$ cat src/rtl/rr_arbiter4.sv
// rr_arbiter4 -- four-requester round-robin arbiter with bounded hold.
//
// Shares one resource between four clients. The winner's index is
// registered and decoded into a registered one-hot grant. A hold counter
// limits how long one client keeps the resource while another waits;
// without competition a grant is held indefinitely.
//
// Ports:
//   clk        rising-edge clock
//   rst_n      synchronous active-low reset
//   en         arbiter enable; no grants are issued while low
//   req[3:0]   request vector, bit i = requester i wants the resource
//   grant[3:0] registered one-hot grant, zero when idle
//   grant_idx  binary index of the grantee, meaningful only when busy=1
//   busy       high while a grant is active
//
// Parameters:
//   MAX_HOLD   max consecutive grant cycles while others wait (1..255)
//   CNT_W      hold counter width, 2**CNT_W >= MAX_HOLD
module rr_arbiter4 #(
  parameter int unsigned MAX_HOLD = 8,
  parameter int unsigned CNT_W    = 8
) (
  input  logic       clk,
  input  logic       rst_n,
  input  logic       en,
  input  logic [3:0] req,
  output logic [3:0] grant,
  output logic [1:0] grant_idx,
  output logic       busy
);

  typedef enum logic {
    S_IDLE,
    S_GRANT
  } state_e;

  localparam logic [CNT_W-1:0] HOLD_LIM = CNT_W'(MAX_HOLD - 1);

  state_e           state_q, state_d;
  logic [1:0]       idx_q,   idx_d;
  logic [1:0]       last_q,  last_d;
  logic [CNT_W-1:0] hold_q,  hold_d;
  logic [3:0]       grant_q, grant_d;

  // Round-robin pick: search ptr+1, ptr+2, ptr+3, ptr+4 (mod 4).
  // Result is {valid, index}.
  function automatic logic [2:0] rr_pick(input logic [3:0] cand,
                                         input logic [1:0] ptr);
    logic [2:0] res;
    logic [1:0] idx;
    res = '0;
    for (int unsigned i = 1; i <= 4; i++) begin
      idx = ptr + 2'(i);
      if (!res[2] && cand[idx]) res = {1'b1, idx};
    end
    return res;
  endfunction

  // last_q always equals the current grantee while granted, so the same
  // pointer serves both the idle search and the release/preempt searches.
  logic [2:0] pick_all;
  logic [2:0] pick_oth;
  logic [3:0] req_oth;

  assign req_oth  = req & ~grant_q;
  assign pick_all = rr_pick(req, last_q);
  assign pick_oth = rr_pick(req_oth, last_q);

  always_comb begin
    state_d = state_q;
    idx_d   = idx_q;
    last_d  = last_q;
    hold_d  = hold_q;
    grant_d = grant_q;

    unique case (state_q)
      S_IDLE: begin
        if (en && pick_all[2]) begin
          state_d = S_GRANT;
          idx_d   = pick_all[1:0];
          last_d  = pick_all[1:0];
          hold_d  = '0;
          grant_d = 4'b0001 << pick_all[1:0];
        end
      end

      S_GRANT: begin
        if (!en) begin
          state_d = S_IDLE;
          idx_d   = '0;
          hold_d  = '0;
          grant_d = '0;
        end else if (!req[idx_q]) begin
          // Release: hand over directly with no idle bubble when possible.
          if (pick_all[2]) begin
            idx_d   = pick_all[1:0];
            last_d  = pick_all[1:0];
            hold_d  = '0;
            grant_d = 4'b0001 << pick_all[1:0];
          end else begin
            state_d = S_IDLE;
            idx_d   = '0;
            hold_d  = '0;
            grant_d = '0;
          end
        end else if (hold_q == HOLD_LIM && pick_oth[2]) begin
          // Preempt: the current holder stays eligible for its next turn.
          idx_d   = pick_oth[1:0];
          last_d  = pick_oth[1:0];
          hold_d  = '0;
          grant_d = 4'b0001 << pick_oth[1:0];
        end else if (hold_q != HOLD_LIM) begin
          hold_d = hold_q + 1'b1;
        end
      end

      default: begin
        state_d = S_IDLE;
        idx_d   = '0;
        hold_d  = '0;
        grant_d = '0;
      end
    endcase
  end

  always_ff @(posedge clk) begin
    if (!rst_n) begin
      state_q <= S_IDLE;
      idx_q   <= '0;
      last_q  <= 2'd3;
      hold_q  <= '0;
      grant_q <= '0;
    end else begin
      state_q <= state_d;
      idx_q   <= idx_d;
      last_q  <= last_d;
      hold_q  <= hold_d;
      grant_q <= grant_d;
    end
  end

  assign grant     = grant_q;
  assign grant_idx = idx_q;
  assign busy      = (state_q == S_GRANT);

endmodule

$ cat config.mk
export PLATFORM = sky130hd
export DESIGN_NAME = rr_arbiter4
export DESIGN_NICKNAME = d
export VERILOG_FILES = /design/src/rtl/rr_arbiter4.sv
export SDC_FILE = /design/constraint.sdc
export NUM_CORES = 1
export LEC_CHECK = 0
export CORE_MARGIN = 2
export CORE_UTILIZATION = 55
export DETAILED_ROUTE_END_ITERATION = 10
export PLACE_DENSITY = 0.79
export SLEW_MARGIN = 20
export SYNTH_ARGS = -nofsm -noshare
export SYNTH_HDL_FRONTEND = slang
export SYNTH_SLANG_ARGS = --single-unit
$ cat constraint.sdc
create_clock -name clk -period 2.94 [get_ports clk]
set_clock_uncertainty 0.15 [all_clocks]
set_input_delay 0.588 -clock clk [delete_from_list [all_inputs] [get_ports clk]]
set_output_delay 0.588 -clock clk [all_outputs]
set_load 0.005 [all_outputs]
# Yosys cells after proc, flatten, opt, wreduce, memory -nomap -nowiden
# Cells that the tools add are included.
[totals]
ff_bits = 17
input_bits = 7
out_inout_bits = 7
word_cells = 97
[op_classes]
n_addsub = 4
magnitude_cmp = 5
eq_ne = 8
n_shift = 2
muxes = 53
bitwise = 3
n_reduce_logical = 17
[op_table]
columns = ["cell", "n"]
rows = [
  ["two-way mux 8 bit", 5],
  ["two-way mux 3 bit", 8],
  ["two-way mux 4 bit", 5],
  ["binary-select mux 1 bit (select 2 bit)", 9],
  ["two-way mux 2 bit", 8],
  ["one-hot mux 8 bit (2 select lines)", 1],
  ["less-than comparator 2 x 3 -> 1 bit, second input constant", 5],
  ["two-way mux 1 bit", 13],
  ["adder 8 x 1 -> 8 bit, second input constant", 1],
  ["== test 8 x 3 -> 1 bit, second input constant", 1],
  ["logical AND 1 bit", 8],
  ["inequality test 8 x 3 -> 1 bit, second input constant", 1],
  ["one-hot mux 2 bit (2 select lines)", 2],
  ["one-hot mux 4 bit (2 select lines)", 1],
  ["left shift 1 x 2 -> 4 bit, first input constant", 2],
  ["zero test 1 bit", 6],
  ["inequality test 5 x 3 -> 1 bit, second input constant", 1],
  ["adder 2 bit, second input constant", 2],
  ["bitwise AND 4 bit", 1],
  ["inequality test 2 bit, second input constant", 2],
  ["inequality test 4 x 3 -> 1 bit, second input constant", 1],
  ["NOT 4 bit", 1],
  ["AND reduction 2 bit", 2],
  ["AND reduction 4 bit", 1],
  ["5 further kinds", 5],
]

# Depth between registers and ports, before layout
[depth]
ltp_word = 19
depth_mapped = 8
ltp_nobuf = 7

# Least setup slack after synthesis
# OpenSTA, ideal clock, no wires.
[synth_path]
path_kind = "input to register"
start = "input req[3]"
end = "register grant_q[1] (netlist: grant[1])"
setup_ps = 116
arrival_time_ps = 2044
t_required_ps = 2674
setup_slack_ps = 630
path_stages = 8
n_path_buf = 2
path_cell_list = "buf_6 -> mux4_2 -> nand3_2 -> a21oi_1 -> or2_1 -> buf_6 -> mux2i_1 -> a41o_1"
[synth_between]
elab_chain_len = 18
word_cells_on_any_way = 52
cone_classes = "2 x eq/ne; 2 x shift; 32 x mux; 1 x bitwise; 15 x reduce/logical"
[synth_lines]
columns = ["element", "line_no", "text"]
rows = [
  ["start, declared", "27", "input logic [3:0] req,"],
  ["bitwise AND 4 bit", "66", "assign req_oth = req & ~grant_q;"],
  ["binary-select mux 1 bit (select 2 bit)", "55", "if (!res[2] && cand[idx]) res = {1'b1, idx};"],
  ["two-way mux 1 bit (not written as such)", "55", ""],
  ["two-way mux 3 bit", "55", ""],
  ["zero test 1 bit", "55", ""],
  ["logical AND 1 bit", "55", ""],
  ["two-way mux 3 bit", "55", ""],
  ["zero test 1 bit", "55", ""],
  ["[2 not listed]", "--", ""],
  ["zero test 1 bit", "55", ""],
  ["logical AND 1 bit", "55", ""],
  ["two-way mux 3 bit", "55", ""],
  ["left shift 1 x 2 -> 4 bit", "112", "grant_d = 4'b0001 << pick_oth[1:0];"],
  ["two-way mux 4 bit", "107", "end else if (hold_q == HOLD_LIM && pick_oth[2]) begin"],
  ["two-way mux 4 bit", "94", "end else if (!req[idx_q]) begin"],
  ["two-way mux 4 bit", "89", "if (!en) begin"],
  ["one-hot mux 4 bit (2 select lines)", "77", "unique case (state_q)"],
  ["end signal, assigned", "139", "grant_q <= grant_d;"],
  ["end, declared", "44", "logic [3:0] grant_q, grant_d;"],
]
# Several ways; a longest one is shown, not always the timed one. The select of a mux whose other input is x is not followed.
# A chain may end at the register's enable or synchronous reset.

# Worst setup path in the final report
# Ends and elaborated chain as after synthesis.

==> impl_metrics.ini <==
[routing]
drt_wl_total_um = 2950
drc_errors = 0
wl_per_cell_um = 15.4
firstDrtPassIters = 4
ant_nets = 0
vias_per_cell = 6.18
dr.first_iter.drc_count = 37
via_count = 1187

[worst_hold_path]
hold_start = grant[2]
hold_end = grant[2]
hold_class = reg2reg
hold_depth = 2

[cells_and_area]
nFillCells = 170
antenna_cells = 0
area_growth_syn_to_layout_pct = 17.5
nNetsFinal = 174
stdcell_area_um2 = 1390
drive_above_1_share = 0.127

[setup_path]
path_cells = clkdlybuf4s50_1 -> mux4_2 -> nand3_2 -> a21oi_1 -> or2_1 -> mux2i_1 -> a41o_1
end_kind = flop
cp.required_ns = 2.98
critPathKind = in2reg
reg2reg_depth = 6
ff2ff_setup_slack_ns = 0.68
cp_slowest_cell = mux4_2
crit_buf_inv = 1
critPathTopFamily = multiplexers
cp.arrival_ns = 2.61
start_kind = input port
slowest_delay_ns = 0.60
cp.depth = 7
r2r-start = hold_q[3]
r2r-end = grant[1]
cp_max_fo = 9

[power]
power.leakage_nw = 0.526
ir_drop_uv = 301
power_density_nw_per_um2 = 405

[logic_synthesis]
syn-num-nets = 154
syn_inst = 146
synthFlopType = dfxtp_1
synth-edff-count = 0
ys_types = 55
synth_commonest_cells = dfxtp_1, nand2_1, nor2_1
syn_area_per_cell_um2 = 8.12
yosysWarnings = 0
ys_seq_area_frac = 0.287
synth-seq-cells = 17
synthTopCellsByArea = dfxtp_1, nand2_1, nor2_1
synth_top_area_frac = 0.287
yosysMostFrequentCell = dfxtp_1
async_flop_share = 0
synth_top_area_cell = dfxtp_1
syn-cell-area_um2 = 1190

[clock_network]
insertion_delay_ns = 0.29
cts_max_level = 1
post-cts-setup-buffer-count = 0
ctsRootBufferMaster = clkbuf_4
numCtsBuffers = 3
cts_tree = built
cts.sinks = 17
clkTransAtPathRegs_ns = 0.09
cts_resized = 0
ctsHoldBuffers = 0
clock_path_buffers = 2

[placement]
hpwl_um = 2270
gp_congestion = 0.874
portBuffers = 13
detailed_place.area_um2 = 1370

[floorplanning]
rows = 16
pin_count = 14
initial_utilization = 0.593
dieArea_um2 = 2540
die_y_um = 50.4
fp.coreArea_um2 = 2000
fp.dieW_um = 50.4

[timing]
slew_viol_final = 0
holdWs_ns = 0.383
rsz0062_at_grt = no
setup_viol_count_final = 0
tightest_slew_ns = 0.566
timing.final.crit_share = 0.874
hold_viol_final = 0
period_needed_ns = 2.57
tns_ns = 0
relSlewSlack = 0.621
max_freq_ghz = 0.389

[global_routing]
grt_pass1_vias = 1085
grt_max_degree = 18
antenna_found_initial = 0
grt-ovfl-total = 0
grt_pass1_wl_um = 4780
grt_usage = 0.241

[job]
maxCapViolations = 0

[outcome]
status = completed
worst reg2reg max path, stage by stage (launching register included):
cell     delay [ns]
dfxtp_1        0.36
or4_4          0.55
nor3_2         0.22
a21oi_1        0.14
or2_1          0.35
mux2i_1        0.17
a41o_1         0.21
stage by stage:
stage | std cells | total power [mW] | utilization | worst slack, ns
final | 192 | 0.565 | 0.696 | 0.369
after global placement | 188 | 0.439 | 0.683 | 0.148
after detailed placement | 188 | 0.442 | 0.683 | 0.0977
after global routing | 192 | 0.594 | 0.696 | 0.280
after CTS | 192 | 0.565 | 0.696 | 0.407
after floorplan | 146 | 0.377 | - | 0.630
final cells by class:
| cell class | instances | area, um^2 | area share |
|---|---|---|---|
| Clock buffer | 4 | 26.3 | 0.0189 |
| Inverter | 3 | 11.3 | 0.00808 |
| Multi-Input combinational cell | 121 | 800 | 0.574 |
| Sequential cell | 17 | 340 | 0.244 |
| Tap cell | 27 | 33.8 | 0.0242 |
| Timing Repair Buffer | 20 | 183 | 0.131 |
state kept, by name, indices dropped and copies added, names as in the netlist:
signal,count
grant_idx,2
hold_q,8
busy,1
last_q,2
grant,4
how the worst max path moves through the flow:
| stage | start | endpoint | slack [ns] |
|---|---|---|---|
| floorplan | req[3] | grant[1] | 0.63 |
| global placement | req[2] | grant[1] | 0.15 |
| detailed placement | req[2] | grant[1] | 0.1 |
| CTS | req[2] | grant[1] | 0.41 |
| global route | req[3] | grant[1] | 0.28 |
| finish | req[3] | grant[1] | 0.37 |
cell usage in the layout, fill, tap and decap left out, types with 2 or more instances in the layout:
cell type,count
a21o_1,3
a21oi_1,6
a221oi_1,2
a32oi_1,3
and2_1,3
and3_1,2
and3b_1,2
buf_4,7
clkbuf_4,3
clkdlybuf4s50_1,13
dfxtp_1,17
inv_1,3
mux2i_1,3
nand2_1,15
nand2b_1,6
nand3_1,5
nand3b_1,2
nand4_1,3
nor2_1,15
nor2b_1,5
nor3_1,2
nor3_2,2
nor4b_1,2
o21ai_0,6
xnor2_1,5
kinds of logic after synthesis:
family,synth area share
xor gates and xnor gates,0.0443
and+or+nand+nor,0.335
AOI/OAI and AO/OA,0.239
buffers and inverters,0.0390
muxes,0.0443
adders and majority gates,0.0105
DFF,0.287
metal layers:
metal,routed length (um),share of wire,vias up,GRT usage
met5,0,0,-,0
met4,36,0.012,0,0.0631
met3,136,0.046,7,0.0357
met2,1500,0.51,45,0.436
met1,1280,0.43,557,0.295
li1,-,-,578,-
where the power goes:
part,switching (mW),internal (mW),total [mW],leakage [nW]
Sequential,0.0198,0.243,0.263,0.139
Combinational,0.0928,0.0857,0.179,0.373
Clock,0.0706,0.0527,0.123,0.0150
Note: power is estimated with default switching activity, not from simulation.
